<file path="src/rtl/mp3_byte_fifo.sv">
// mp3_byte_fifo: word FIFO feeding a descrambler and splitting each word into two bytes for the feeder.
module mp3_byte_fifo #(
  parameter int DEPTH = 16,
  parameter bit LITTLE_ENDIAN = 1'b0,
  localparam int AW = $clog2(DEPTH),
  localparam int CW = $clog2(DEPTH + 1)
) (
  input  logic          clk,
  input  logic          reset,
  input  logic          flush,
  input  logic [15:0]   wrData,
  input  logic          wrEn,
  output logic          full,
  output logic [CW-1:0] wordCount,
  output logic          overflow,
  output logic          underrun,
  input  logic          clearFlags,
  output logic [15:0]   descramblerIn,
  input  logic [15:0]   descramblerOut,
  output logic          descramblerAck,
  output logic [7:0]    byteOut,
  output logic          byteReady,
  input  logic          byteAck,
  input  logic          consumerReq
);
  typedef enum logic [2:0] {IDLE, FETCH, LATCH, BYTE0, BYTE1} state_t;
  state_t state, state_n;
  logic [15:0] mem [DEPTH];
  logic [15:0] rd_q, hold;
  logic [AW-1:0] wptr, rptr;
  logic [CW-1:0] count;
  logic push, pop;
  assign full = count == CW'(DEPTH);
  assign wordCount = count;
  assign push = wrEn && !full && !flush;
  assign pop = !flush && count != '0 && (state == IDLE || (state == BYTE1 && byteAck));
  assign byteReady = state == BYTE0 || state == BYTE1;
  // A flush landing in LATCH must not step the keys, so the strobe stays combinational.
  assign descramblerAck = state == LATCH && !flush;
  assign byteOut = state == BYTE0 ? (LITTLE_ENDIAN ? hold[7:0] : hold[15:8]) :
                   state == BYTE1 ? (LITTLE_ENDIAN ? hold[15:8] : hold[7:0]) : 8'h00;
  always_comb begin
    state_n = pop ? FETCH :
              state == FETCH ? LATCH :
              state == LATCH ? BYTE0 :
              state == BYTE0 && byteAck ? BYTE1 :
              state == BYTE1 && byteAck ? IDLE : state;
  end
  always_ff @(posedge clk) begin
    if (push) mem[wptr] <= wrData;
    if (pop) rd_q <= mem[rptr];
  end
  always_ff @(posedge clk or negedge reset) begin
    if (!reset) begin
      state <= IDLE;
      wptr <= '0;
      rptr <= '0;
      count <= '0;
      descramblerIn <= '0;
      hold <= '0;
      overflow <= 1'b0;
      underrun <= 1'b0;
    end else if (flush) begin
      state <= IDLE;
      wptr <= '0;
      rptr <= '0;
      count <= '0;
      overflow <= 1'b0;
      underrun <= 1'b0;
    end else begin
      state <= state_n;
      if (push) wptr <= wptr + 1'b1;
      if (pop) rptr <= rptr + 1'b1;
      count <= count + CW'(push) - CW'(pop);
      overflow <= (wrEn && full) || (overflow && !clearFlags);
      underrun <= (consumerReq && !byteReady && count == '0 && state == IDLE) || (underrun && !clearFlags);
      if (state == FETCH) descramblerIn <= rd_q;
      if (state == LATCH) hold <= descramblerOut;
    end
  end
endmodule

</file>
<file path="config.mk">
export PLATFORM = sky130hd
export DESIGN_NAME = mp3_byte_fifo
export DESIGN_NICKNAME = d
export VERILOG_FILES = /design/src/rtl/mp3_byte_fifo.sv
export SDC_FILE = /design/constraint.sdc
export NUM_CORES = 1
export LEC_CHECK = 0
export CAP_MARGIN = 20
export CORE_UTILIZATION = 55
export CTS_CLUSTER_DIAMETER = 120
export DETAILED_ROUTE_END_ITERATION = 10
export GPL_TIMING_DRIVEN = 0
export PLACE_DENSITY = 0.74
export SLEW_MARGIN = 20
export SYNTH_ARGS = -nofsm -noshare
export SYNTH_HDL_FRONTEND = slang
export SYNTH_SLANG_ARGS = --single-unit
</file>
<file path="constraint.sdc">
create_clock -name clk -period 4.9 [get_ports clk]
set_input_delay 1.225 -clock clk [delete_from_list [all_inputs] [get_ports clk]]
set_output_delay 1.225 -clock clk [all_outputs]
set_load 0.005 [all_outputs]
</file>
* Word-level counts from Yosys, hierarchy flattened
Memory sizes are Yosys's and may differ from the RTL's. A register that Yosys moved wholly into a read port is not among the register bits.
Index checks and enable logic that the tools add are counted.
** Word-level totals
- Bits in registers :: 50
- Bits in latches :: 0
- Bits in writable memories :: 256
- Memory bits (read-only) :: 0
- Input bits :: 39
- Output and inout port bits :: 34
- Logic and storage cells :: 65
- Memories :: 1
** Memory list
- mem :: depth 16, width 16, rd ports 1, clocked after memory_dff 1, write ports 1, line 28 : logic [15:0] mem [DEPTH];
** Operators by class
- $add $sub $neg :: 4
- Multiply operators :: 0
- Divide/modulo/power cells :: 0
- Order comparisons :: 0
- Eq/ne operators :: 5
- Shift-type cells :: 0
- Mux-type cells :: 17
- Bitwise gates (word level) :: 1
- Reduce and logical (&&, ||, !) cells :: 29
** Operators with widths (number)
- 2-to-1 mux 3 bit :: 6
- 2-to-1 mux 4 bit :: 4
- 2-to-1 mux 8 bit :: 2
- logical AND 1 bit :: 13
- adder 4 x 1 -> 4 bit, second input constant :: 2
- == test 3 x 2 -> 1 bit, second input constant :: 2
- nonzero test 6 bit :: 1
- adder 5 x 1 -> 5 bit :: 1
- == test 5 bit, second input constant :: 1
- logical NOT 5 bit :: 1
- 2-to-1 mux 5 bit :: 1
- nonzero test 5 bit :: 1
- subtractor 5 x 1 -> 5 bit :: 1
- logical NOT 1 bit :: 4
- logical OR 1 bit :: 4
- 2-to-1 mux 1 bit :: 4
- AND reduction 2 bit :: 2
- nonzero test 2 bit :: 2
- == test 3 x 1 -> 1 bit, second input constant :: 1
- == test 3 bit, second input constant :: 1
- logical NOT 3 bit :: 1
- inverter 1 bit :: 1

* Longest topological paths before layout
Gate-level depths: netlist of the first run.
- Word-level depth :: 8
- Mapped depth :: 15
- Gate-level depth less buffers :: 14

* Worst setup path before layout of the first run
OpenSTA, ideal clock, no wires.
- Path kind :: input-to-reg
- Start :: in flush
- End :: reg count[4], in the netlist wordCount[4]
- Library setup time :: 0.135 ns
- Arrival time :: 3.827 ns
- Required time :: 4.765 ns
- Setup slack :: 0.938 ns
- Stages :: 12
- Path through :: clkbuf_1 > clkbuf_1 > nor2_1 > ha_1 > inv_1 > ha_1 > inv_1 > fa_1 > nor2b_1 > o21bai_1 > a21oi_1 > nor3b_1
** Between the ends
- Word-level cells in the longest chain between the ends :: 5
- Elaborated cells between the ends (all ways) :: 7
** RTL lines
- start: declaration :: line 10 : input logic flush,
- logical NOT 1 bit :: line 36 : assign pop = !flush && count != '0 && (state == IDLE || (state == BYTE1 && byteAck));
- logical AND 1 bit (2 in a row) :: line 36
- net pop :: line 32 : logic push, pop;
- subtractor 5 x 1 -> 5 bit :: line 74 : count <= count + CW'(push) - CW'(pop);
- 2-to-1 mux 5 bit :: line 63 : end else if (flush) begin
- end signal: assignment :: line 74
- end: declaration :: line 31 : logic [CW-1:0] count;
The timed path passes the listed nets, and every way through them passes these cells.
A chain may end at the register's enable or synchronous reset.

* Final worst setup path of the first run
- Start :: in flush
- End :: out descramblerAck
** Between the ends
- Word-level cells in the longest chain between the ends :: 2
** RTL lines
- logical NOT 1 bit :: line 39 : assign descramblerAck = state == LATCH && !flush;
- logical AND 1 bit :: line 39
- end: declaration :: line 20 : output logic descramblerAck,
No other way between the ends.

==> impl_metrics.yaml, run 1 <==
clock_network:
  clock_path_buffers: 3
  cts-root-buf: "clkbuf_16"
  postCtsSetupRepairBufs: 0
  clk_pin_slew_worst_paths_ns: 0.06
  numCtsBuffers: 31
  cts_tree: "built"
  clkSinkCount: 322
  h-tree-depth: 1
  ctsResizeCount: 0
  worstSkewPairLatency_ns: 0.56
  hold_buffers: 0
place:
  portBuffers: 71
  placedCellCount: 1061
  dp.final_hpwl_um: 17700
  gp_congestion: 0.783
  pre_cts_slack_ns: 0.801
yosys:
  synth_fp_nets: 746
  synth_area_um2: 12700
  synth_seq_cells: 322
  synth_async_sr_flop_share_pct: 15.5
  synth.distinct_cells: 46
  synth_flop_cell: "edfxtp_1"
  yosysWarnings: 0
  synth-seq-area-share_pct: 74.0
  avgSynthCellArea_um2: 18.3
  synthCells: 695
  synth-edff-count: 272
setup_path:
  reg2reg_to: "wordCount[4]$_DFF_PN0_"
  reg2reg_from: "wordCount[3]$_DFF_PN0_"
  criticalPathCategory: "input port to primary output"
  worstSetupStartpoint: "flush"
  critPathMaxFanout: 10
  worst-endpoint-arrival_ns: 2.78
  end_kind: "primary output"
  reg2reg_depth: 14
  startpoint_type: "input port"
  r2r_setup_slack_ns: 1.63
  critical_path_required_ns: 3.67
floorplanning:
  coreArea_um2: 22600
  start_util_pct: 56.2
  dieHeight_um: 154
  ios: 73
  die_area_um2: 23800
  rows: 55
  dieWidth_um: 154
power:
  p_leak_nw: 5.07
  ir_drop_v: 0.000353
  powerDensity_nw_per_um2: 483
sta:
  setup_violations: 0
  period_needed_ns: 4.00
  fin_crit_sh_pct: 81.7
  tightest_slew_ns: 0.951
  rsz0062_at_grt: "no"
  hold_violations: 0
  slew_violations: 0
  skew_ns: 0.0106
  setup_ws_ns: 0.896
  fmax_mhz: 250
  timing.slew.headroom_pct: 36.6
worst_hold_path:
  holdCritStartpoint: "rd_q[2]$_DFFE_PP_"
  hold_path.class: "flip-flop to flip-flop"
  hold_end: "descramblerIn[2]$_DFFE_PN0P_"
  min_path_cells: 1
run:
  cap_violations: 0
grt:
  antenna_found_initial: 0
  grt_first_pass_wirelength_um: 41800
  grt_max_degree: 35
  grt_pass1_vias: 6980
  grt_usage_pct: 24.0
  overflow: 0
cells_and_area:
  fillers: 1483
  diodes: 0
  mostFrequentLayoutCells: "edfxtp_1, clkdlybuf4s50_1, mux2i_1"
  final_layout_size_suffix_gt1_share_pct: 19.5
  final_common_cell: "edfxtp_1"
  stdcell_count: 1119
  area_delta_synth_final_pct: 17.2
  final_nets: 860
routing:
  drtIter0Drc: 632
  detail-route-antenna-nets: 0
  wl_per_cell_um: 24.9
  drt_pass1_iterations: 5
  wl_um: 27900
  vias: 6879
  via_per_inst: 6.15
  drc: 0
run_status:
  status: "finished clean"
==> cell usage after synthesis (all sizes together), types with 2 or more instances <==
library cell | n | area, um2
buf | 25 | 171
nor2b | 4 | 25.0
mux4 | 32 | 721
dfrtp | 50 | 1250
a22o | 8 | 70.1
a22oi | 17 | 128
clkbuf | 12 | 45.0
nand3 | 4 | 20.0
a21oi | 6 | 30.0
nor3b | 2 | 26.3
nand2b | 4 | 25.0
ha | 11 | 138
a221oi | 32 | 280
nand3b | 3 | 22.5
inv | 13 | 48.8
nor2 | 30 | 113
xnor2 | 2 | 17.5
and2 | 4 | 26.3
edfxtp | 272 | 8170
xor2 | 5 | 43.8
mux2i | 66 | 661
mux2 | 32 | 360
or3 | 2 | 12.5
nand2 | 26 | 97.6
o21ai | 19 | 95.1
==> registers in the layout (all words and copies together) (netlist names) <==
name	count
wordCount	5
overflow	1
rd_q	16
underrun	1
mem	256
rptr	4
hold	16
descramblerIn	16
state	3
wptr	4
==> how the worst max path moves through the flow <==
stage | to | slack, ns | depth (start not counted)
final | descramblerAck | 0.90 | 4
after global routing | descramblerAck | 0.83 | 4
after CTS | descramblerAck | 0.89 | 4
after detailed placement | wordCount[4]$_DFF_PN0_ | 0.80 | 13
after global placement | wordCount[4]$_DFF_PN0_ | -0.10 | 13
after floorplan | wordCount[4]$_DFF_PN0_ | 0.94 | 12
==> layout make-up <==
type	instances	area (um2)	share of cell area (%)
flip-flops and latches	322	9420	63.1
multi-input cells	323	3130	21.0
repair buffers	81	850	5.69
clock buffers	36	795	5.32
well taps	285	357	2.39
plain buffers	37	216	1.45
clock inverters	22	113	0.754
inverters	13	48.8	0.327
==> per-layer routing <==
layer  vias to the layer above  track usage, %  share of wire, %
li1                       2995               -                 -
met1                      3499            32.0                40
met2                       329            40.6                49
met3                        56            3.69               7.6
met4                         0            8.19               3.5
met5                         -               0                 0
==> critical path, cell delays in order <==
cell and delay, ns:
clkbuf_1 0.22, nor4b_4 0.58, buf_6 0.23, clkdlybuf4s50_1 0.50
==> where the power goes <==
group	internal [mW]	leakage, nW	switching (mW)
Clock	1.16	0.449	0.979
Combinational	0.841	1.54	0.839
Sequential	3.27	3.08	0.122
==> cell families after synthesis <==
logic type | after synthesis | synth area share [%]
muxes | 130 | 13.7
xor gates and xnor gates | 7 | 0.481
adders and majority gates | 12 | 1.24
DFF | 322 | 74.0
buffers and inverters | 50 | 2.08
and+or+nand+nor | 89 | 3.65
AOI/OAI and AO/OA | 85 | 4.90
==> metrics by stage <==
stage               total power, mW  instance area, um2  hold slack [ns]  TNS [ns]  util (%)
floorplan                      4.46               12700            0.454         0         -
global placement               5.03               13800            0.457    -0.103      61.0
detailed placement             5.13               14000            0.463         0      61.9
CTS                            7.24               14900            0.480         0      65.9
global route                   7.49               14900            0.490         0      65.9
finish                         7.21               14900            0.477         0      65.9
(Power assumes the default switching activity.)
==> run 2, diff against run 1 <==
- clock period: 4.9 -> 3.8 ns (I/O delays scaled with it)
==> run 2 against run 1 <==
  * First-iteration DRC count is 6.8% higher
  * Setup slack worse by 0.56 ns
  * Sequential share of layout area is the same
  * Critical path type is now flip-flop to primary output
  * Combinational power up 29%
  * Die area did not move
  * Clock power rose by 29%
==> impl_metrics.yaml, run 2 (same netlist as run 1, synthesis figures left out) <==
run_status:
  status: "finished clean"
routing:
  vias: 6851
  drc: 0
  wl_um: 27900
  via_per_inst: 6.12
  detail-route-antenna-nets: 0
  drtIter0Drc: 675
  wl_per_cell_um: 24.9
  drt_pass1_iterations: 8
cells_and_area:
  final_common_cell: "edfxtp_1"
  final_nets: 860
  diodes: 0
  fillers: 1483
  largest_reg_flops: 256
  mostFrequentLayoutCells: "edfxtp_1, clkdlybuf4s50_1, mux2i_1"
  post-route-util_pct: 65.9
  largest-register: "mem"
  final_layout_size_suffix_gt1_share_pct: 19.5
  area_delta_synth_final_pct: 17.2
place:
  dp.final_hpwl_um: 17700
  gp_congestion: 0.783
  portBuffers: 71
grt:
  grt_max_degree: 35
  grt_first_pass_wirelength_um: 41700
  overflow: 0
  grt_pass1_vias: 6969
  grt_usage_pct: 24.0
  antenna_found_initial: 0
clock_network:
  clkSinkCount: 322
  postCtsSetupRepairBufs: 0
  ctsResizeCount: 0
  clk_pin_slew_worst_paths_ns: 0.07
  cts_tree: "built"
  cts-root-buf: "clkbuf_16"
  numCtsBuffers: 31
  hold_buffers: 0
  worstSkewPairLatency_ns: 0.55
  clock_path_buffers: 3
  h-tree-depth: 1
floorplanning:
  die_area_um2: 23800
  rows: 55
  dieHeight_um: 154
  dieWidth_um: 154
  start_util_pct: 56.2
  ios: 73
  coreArea_um2: 22600
sta:
  setup_violations: 0
  skew_ns: 0.00981
  period_needed_ns: 3.47
  slew_violations: 0
  finalSetupTns_ns: 0
  rsz0062_at_grt: "no"
  hold_violations: 0
  fmax_mhz: 289
  fin_crit_sh_pct: 91.2
  timing.slew.headroom_pct: 36.6
  tightest_slew_ns: 0.951
run:
  cap_violations: 0
power:
  powerDensity_nw_per_um2: 622
  ir_drop_v: 0.000455
  finalPower_mw: 9.29
  p_leak_nw: 5.07
worst_hold_path:
  hold_path.class: "input port to asynchronous set/reset pin"
setup_path:
  reg2reg_depth: 14
  critPathMaxFanout: 9
  criticalPathCategory: "flip-flop to primary output"
  worst-endpoint-arrival_ns: 2.52
  startpoint_type: "flip-flop"
  end_kind: "primary output"
  critical_path_required_ns: 2.85
## run 2: layout make-up
| cell class | count | area (um2) | area share [%] |
|---|---|---|---|
| Clock buffer | 36 | 795 | 5.32 |
| Multi-Input combinational cell | 323 | 3130 | 21.0 |
| Sequential cell | 322 | 9420 | 63.1 |
| Buffer | 37 | 216 | 1.45 |
| Timing Repair Buffer | 81 | 850 | 5.69 |
| Clock inverter | 22 | 113 | 0.754 |
| Tap cell | 285 | 357 | 2.39 |
| Inverter | 13 | 48.8 | 0.327 |
## run 2: path summary, 6_finish.rpt
kind / startpoint / to / slack [ns]
max: state[1]$_DFFE_PN0P_ / byteOut[1] / 0.33
min: reset / wptr[3]$_DFFE_PN0P_ / 0.33
max reg2reg: wordCount[3]$_DFF_PN0_ / wordCount[4]$_DFF_PN0_ / 0.54
min reg2reg: rd_q[2]$_DFFE_PP_ / descramblerIn[2]$_DFFE_PN0P_ / 0.48
max in group asynchronous: reset / descramblerIn[9]$_DFFE_PN0P_ / 2.95
min in group clk: rd_q[2]$_DFFE_PP_ / descramblerIn[2]$_DFFE_PN0P_ / 0.48
## run 2: power by group
group / internal (mW) / switching [mW] / total (mW)
registers: 4.21 / 0.157 / 4.37
logic: 1.08 / 1.08 / 2.16
clock network: 1.49 / 1.26 / 2.75
total: 6.79 / 2.49 / 9.29
## run 2: critical path, stage by stage (launching register included)
cell             delay [ns]
dfrtp_1                0.36
buf_2                  0.18
nor2_1                 0.25
and2_1                 0.17
buf_1                  0.30
a22o_1                 0.21
clkdlybuf4s50_1        0.50
## run 2: metrics by stage
stage               cell area [um2]  cells  hold slack [ns]  worst slack (ns)
floorplan                     12700    695            0.454             0.113
global placement              13800   1051            0.457            -0.928
detailed placement            14000   1061            0.463           -0.0236
CTS                           14900   1119            0.328             0.307
global route                  14900   1119            0.351             0.152
finish                        14900   1119            0.332             0.334
## run 2: layer usage
metal	global-route usage, %	up-vias	share of wire (%)
met5	0	-	0
li1	-	2994	-
met1	32.0	3472	40
met3	3.61	56	6.9
met4	7.76	0	3.1
met2	40.8	329	50
